**src/rtl/comparator_sequencer.sv**
```systemverilog
// Sequences the STFT threshold comparator and packs its 1-bit decisions into words.
// Optional COMPARATOR_SEQ_POPCNT_EN adds oPOPCNT, a per-frame count of 1 decisions.
module comparator_sequencer #(
    parameter int IL        = 10,
    parameter int FRAME_LEN = 8192,
    parameter int NUM_STAGE = 5,
    parameter int PACK_W    = 32
) (
    input  logic              iCLK,
    input  logic              iRSTn,
    input  logic              iSTART,
    input  logic              iVALID,
    input  logic [IL-1:0]     iDATA,
    output logic              oREADY,
    output logic              oCMP_EN,
    output logic [IL-1:0]     oCMP_DATA,
    output logic [16:0]       oCMP_CNT,
    output logic [2:0]        oCMP_STAGE,
    output logic              oCMP_CLR,
    input  logic              iCMP_BIT,
    output logic [PACK_W-1:0] oWORD,
    output logic              oWORD_VALID,
    input  logic              iWORD_READY,
    output logic              oFRAME_DONE,
`ifdef COMPARATOR_SEQ_POPCNT_EN
    output logic [17:0]       oPOPCNT,
`endif
    output logic              oBUSY
);

    localparam logic [1:0] S_IDLE  = 2'd0;
    localparam logic [1:0] S_CLEAR = 2'd1;
    localparam logic [1:0] S_RUN   = 2'd2;
    localparam logic [1:0] S_FLUSH = 2'd3;

    localparam int              CW         = $clog2(PACK_W + 1);
    localparam logic [CW-1:0]   PACK_FULL  = CW'(PACK_W);
    localparam logic [16:0]     LAST_CNT   = 17'(FRAME_LEN - 1);
    localparam logic [2:0]      LAST_STAGE = 3'(NUM_STAGE - 1);

    logic [1:0]        state_q, state_d;
    logic [2:0]        stage_q, stage_d;
    logic [16:0]       cnt_q, cnt_d;
    logic              busy_q, busy_d;
    logic              en_q;
    logic [PACK_W-1:0] pack_q, pack_d;
    logic [CW-1:0]     pcnt_q, pcnt_d;
    logic [PACK_W-1:0] word_q, word_d;
    logic              wvalid_q, wvalid_d;

    logic out_free;
    logic flush_last;
    logic move;
    logic xfer;
    logic frame_done;

    // Pack/output path: a full (or final partial) pack moves out while the in-flight bit lands in the fresh pack.
    always_comb begin
        out_free   = !wvalid_q || iWORD_READY;
        flush_last = (state_q == S_FLUSH) && !en_q && (pcnt_q != '0);
        move       = ((pcnt_q == PACK_FULL) || flush_last) && out_free;

        pack_d   = pack_q;
        pcnt_d   = pcnt_q;
        word_d   = word_q;
        wvalid_d = wvalid_q && !iWORD_READY;

        if (move) begin
            word_d   = pack_q;
            wvalid_d = 1'b1;
            pack_d   = '0;
            pcnt_d   = '0;
        end
        if (en_q) begin
            pack_d = pack_d | (PACK_W'(iCMP_BIT) << pcnt_d);
            pcnt_d = pcnt_d + CW'(1);
        end
    end

    // Accept only if the bit issued now is guaranteed a slot when it returns next cycle.
    assign oREADY     = (state_q == S_RUN) && ((pcnt_d < PACK_FULL) || !wvalid_d);
    assign xfer       = iVALID && oREADY;
    assign frame_done = (state_q == S_FLUSH) && !en_q && (pcnt_q == '0) && !wvalid_q;

    assign oCMP_EN     = xfer;
    assign oCMP_DATA   = xfer ? iDATA : '0;
    assign oCMP_CNT    = cnt_q;
    assign oCMP_STAGE  = stage_q;
    assign oCMP_CLR    = (state_q == S_CLEAR);
    assign oWORD       = word_q;
    assign oWORD_VALID = wvalid_q;
    assign oFRAME_DONE = frame_done;
    assign oBUSY       = busy_q;

    always_comb begin
        state_d = state_q;
        stage_d = stage_q;
        cnt_d   = cnt_q;
        busy_d  = busy_q;
        case (state_q)
            S_IDLE: begin
                if (iSTART) begin
                    state_d = S_CLEAR;
                    stage_d = '0;
                    busy_d  = 1'b1;
                end
            end
            S_CLEAR: begin
                cnt_d   = '0;
                state_d = S_RUN;
            end
            S_RUN: begin
                if (xfer) begin
                    if (cnt_q == LAST_CNT) begin
                        state_d = S_FLUSH;
                    end else begin
                        cnt_d = cnt_q + 17'd1;
                    end
                end
            end
            default: begin
                if (frame_done) begin
                    if (stage_q < LAST_STAGE) begin
                        stage_d = stage_q + 3'd1;
                        state_d = S_CLEAR;
                    end else begin
                        busy_d  = 1'b0;
                        state_d = S_IDLE;
                    end
                end
            end
        endcase
    end

    always_ff @(posedge iCLK or negedge iRSTn) begin
        if (!iRSTn) begin
            state_q  <= S_IDLE;
            stage_q  <= '0;
            cnt_q    <= '0;
            busy_q   <= 1'b0;
            en_q     <= 1'b0;
            pack_q   <= '0;
            pcnt_q   <= '0;
            word_q   <= '0;
            wvalid_q <= 1'b0;
        end else begin
            state_q  <= state_d;
            stage_q  <= stage_d;
            cnt_q    <= cnt_d;
            busy_q   <= busy_d;
            en_q     <= xfer;
            pack_q   <= pack_d;
            pcnt_q   <= pcnt_d;
            word_q   <= word_d;
            wvalid_q <= wvalid_d;
        end
    end

`ifdef COMPARATOR_SEQ_POPCNT_EN
    logic [17:0] pop_q, pop_d;

    always_comb begin
        pop_d = pop_q;
        if (state_q == S_CLEAR) begin
            pop_d = '0;
        end else if (en_q && iCMP_BIT) begin
            pop_d = pop_q + 18'd1;
        end
    end

    always_ff @(posedge iCLK or negedge iRSTn) begin
        if (!iRSTn) begin
            pop_q <= '0;
        end else begin
            pop_q <= pop_d;
        end
    end

    assign oPOPCNT = pop_q;
`endif

endmodule

```
**config.mk**
```make
export PLATFORM = sky130hd
export DESIGN_NAME = comparator_sequencer
export DESIGN_NICKNAME = d
export VERILOG_FILES = /design/src/rtl/comparator_sequencer.sv
export SDC_FILE = /design/constraint.sdc
export NUM_CORES = 1
export LEC_CHECK = 0
export CAP_MARGIN = 15
export CORE_ASPECT_RATIO = 0.5
export CORE_MARGIN = 1
export CORE_UTILIZATION = 56
export DETAILED_ROUTE_END_ITERATION = 16
export PLACE_DENSITY = 0.85
export SLEW_MARGIN = 20
export SYNTH_ARGS = -nofsm -noshare
export SYNTH_HDL_FRONTEND = slang
export SYNTH_SLANG_ARGS = --single-unit
```
**constraint.sdc**
```tcl
create_clock -name iCLK -period 3.34 [get_ports iCLK]
set_clock_uncertainty 0.15 [all_clocks]
set_input_delay 0.334 -clock iCLK [delete_from_list [all_inputs] [get_ports iCLK]]
set_output_delay 0.334 -clock iCLK [all_outputs]
set_load 0.01 [all_outputs]
```
==> impl_metrics.toml <==
[outcome]
status = "completed"

[sta]
grt_setup_unrepaired = "no"
fin_crit_sh_pct = 96.34
setup_viol = 0
drv_slew = 0
hold_viol = 0
slew_headroom_pct = 42.00
fin_setup_tns_ns = 0
fin_ws_ns = 0.1221
layout_min_cycle_time_ns = 3.218
max_freq_ghz = 0.3108
tightest_slew_ns = 0.8621

[final_layout]
mostFrequentLayoutCell = "nand2_1"
fin_nets = 576
stdcell_area_um2 = 5657
diodes = 0
fillCellCount = 562
multi_input_area_um2 = 1922
layout_common_cells = "135 x nand2_1, 95 x dfrtp_1, 82 x clkdlybuf4s50_1"
seqCellArea_um2 = 2377
drive_gt1_share_pct = 6.463
synthToLayoutAreaGrowth_pct = 26.64
fin_util_pct = 75.27

[setup_path]
crit_buf_inv = 1
crit_type = "reg2out"
crit_path_end_kind = "output port"
cp_top_family = "simple AND/OR/NAND/NOR gates"
timing.rr.start = "pcnt_q[2]"
crit_chain = "nand3_2, or4_4, and3_1, and3_1, clkdlybuf4s50_1"
start_kind = "flop"
crit_required_ns = 2.86
cp_max_fo = 13
cpMostUsedCell = "and3_1"
cp_slowest_stage_delay_ns = 0.62
regToRegSetupSlack_ns = 0.78
reg2reg_depth = 6
reg2reg_to = "pack_q[0]"
arrival_ns = 2.73
cp_slowest_cell = "dfrtp_1"
crit_start = "en_q"

[floorplan]
rows = 22
dieArea_um2 = 8359
core-area_um2 = 7515
initial_utilization_pct = 59.44
pin_count = 84
die_h_um = 65.15
die_x_um = 128.3

[clock_network]
cts_num_sinks = 95
cts_tree = "done"
clk_pin_slew_worst_paths_ns = 0.07
root_buffer = "clkbuf_16"
cts.htree.levels = 3
postCtsSetupBuffers = 0
cts_buffers = 9
clock_path_buffers = 2
clkLatencyLatePin_ns = 0.35

[grt]
grt_max_degree = 54
use_met3_pct = 6.189
grtUsageTotal_pct = 26.54
grt_pass1_wl_um = 17040
met1_usage_pct = 35.37
grt_pass1_vias = 3520
antenna_found_initial = 0
globalRouteMet2Util_pct = 43.85
grt.busiest_layer = "met2"
grt-ovfl-total = 0

[route]
dr_total_vias = 3746
initialDrtViolationCount = 349
firstDrtPassIters = 6
wl_per_cell_um = 15.24
ant_nets = 0
viasPerCell = 5.633
wirelength_um = 10130
drc = 0

[hold_path]
hold-path-endpoint = "oWORD[24]"
min_path_type = "reg2reg"
hp-start = "pack_q[24]"
min_path_cells = 2

[logic_synthesis]
synthArstFlopShare_pct = 100.0
synth-seq-cells = 95
syn_avg_cell_area_um2 = 9.325
synth_flop_cell = "dfrtp_1"
synth_nets = 503
synth_edf_count = 0
synth_cell_types = 53
yosys_warnings = 0
syn_inst = 479
syn_area_um2 = 4467
ys_seq_area_share_pct = 53.22

[pwr]
p_sw_share_pct = 33.90
p_clk_share_pct = 26.0
power_density_nw_per_um2 = 712.1
vdd_ir_drop_max_uv = 424.1
leakage_nw = 2.632
total_power_mw = 4.028
p_int_mw = 2.662
power.share.sequential_pct = 45.5
p_sw_mw = 1.366
pwr-share-comb_pct = 28.4

[place]
gp_congestion = 0.8604
numPortBuffers = 83
place_ws_ns = 0.3545
placed_area_um2 = 5343
hpwl_um = 6676

[run]
maxCapViolations = 0
==> synthesized netlist by cell type, types with 2 or more instances <==
| cell type | n | share of area [%] |
|---|---|---|
| a21oi_1 | 28 | 3.1 |
| a21oi_2 | 2 | 0.39 |
| a221o_1 | 2 | 0.45 |
| a22o_1 | 4 | 0.78 |
| and2_1 | 2 | 0.28 |
| and3_1 | 13 | 1.8 |
| and3b_1 | 2 | 0.39 |
| and4_1 | 2 | 0.39 |
| buf_2 | 14 | 1.6 |
| buf_4 | 3 | 0.50 |
| buf_6 | 2 | 0.50 |
| clkbuf_1 | 7 | 0.59 |
| dfrtp_1 | 95 | 53 |
| ha_1 | 8 | 2.2 |
| inv_1 | 8 | 0.67 |
| mux2_2 | 2 | 0.50 |
| mux2i_1 | 7 | 1.6 |
| nand2_1 | 135 | 11 |
| nand2b_1 | 7 | 0.98 |
| nand3_1 | 11 | 1.2 |
| nand3_2 | 2 | 0.45 |
| nand3b_1 | 2 | 0.34 |
| nand4_1 | 8 | 1.1 |
| nor2_1 | 34 | 2.9 |
| nor2b_1 | 5 | 0.70 |
| nor3_1 | 4 | 0.45 |
| nor3b_1 | 3 | 0.50 |
| nor4_1 | 4 | 0.56 |
| o21a_1 | 2 | 0.34 |
| o21ai_0 | 16 | 1.8 |
| o31ai_1 | 8 | 1.3 |
| o41ai_1 | 2 | 0.39 |
| or2_2 | 2 | 0.28 |
| or3_1 | 4 | 0.56 |
| or4_1 | 8 | 1.3 |
| or4_4 | 2 | 0.50 |
| xor2_1 | 3 | 0.59 |
==> worst max path at each step <==
stage | endpoint | slack (ns) | cells after the start
after floorplan | pcnt_q[1] | 1.06 | 8
after global placement | oCMP_DATA[2] | 0.40 | 6
after detailed placement | oCMP_DATA[1] | 0.35 | 6
after CTS | oCMP_DATA[1] | 0.12 | 5
after global routing | oCMP_DATA[7] | 0.003 | 5
final | oCMP_DATA[1] | 0.12 | 5
==> kinds of logic after synthesis <==
group / share of synthesized area, %
and+or+nand+nor: 27.25
DFF: 53.22
AOI/OAI and AO/OA: 10.50
buffers and inverters: 3.922
muxes: 2.073
adders and majority gates: 2.241
xor gates and xnor gates: 0.7845
==> layer usage <==
layer,share of wire (%),vias up
li1,-,1788
met2,47,155
met1,45,1793
met5,0,-
met3,7.1,10
met4,0.83,0
==> repair_timing <==
item / 4_1_cts / 5_1_grt
hold endpoints to repair: 42 / 0
hold buffers: 1 / 0
gates resized for setup: 0 / 0
==> stage by stage <==
step           instances  hold WS, ns
2_1_floorplan        479      -0.1116
3_3_place_gp         648       0.2189
4_1_cts              665       0.3196
6_report             665       0.3210
3_5_place_dp         648       0.2191
5_1_grt              665       0.3390
==> worst reg2reg max path, stage by stage (launching register included) <==
cell	delay (ns)
dfrtp_1	0.53
nor4_1	0.53
nand3_1	0.25
a21oi_4	0.18
buf_4	0.44
o21ai_0	0.21
o21ai_0	0.19
==> cell type report <==
| class | count | area share [%] |
|---|---|---|
| flip-flops and latches | 95 | 42.03 |
| multi-input cells | 349 | 33.97 |
| repair buffers | 89 | 15.70 |
| clock buffers | 10 | 4.048 |
| well taps | 108 | 2.389 |
| clock inverters | 6 | 1.327 |
| inverters | 8 | 0.5309 |
==> sequential cells by signal, indices dropped and copies added, names as in the netlist <==
name         cells
oWORD           32
oWORD_VALID      1
oBUSY            1
oCMP_STAGE       3
oCMP_CNT        17
en_q             1
pack_q          32
pcnt_q           6
state_q          2
==> power by group through the flow <==
stage | clock [mW] | sequential (mW) | combinational, mW
6_report | 1.05 | 1.83 | 1.15
5_1_grt | 1.11 | 1.88 | 1.27
4_1_cts | 1.07 | 1.83 | 1.15
3_5_place_dp | 0 | 1.84 | 1.12
3_3_place_gp | 0 | 1.82 | 1.09
2_1_floorplan | 0 | 1.81 | 0.590
No activity file was read; power rests on OpenSTA's default activity.
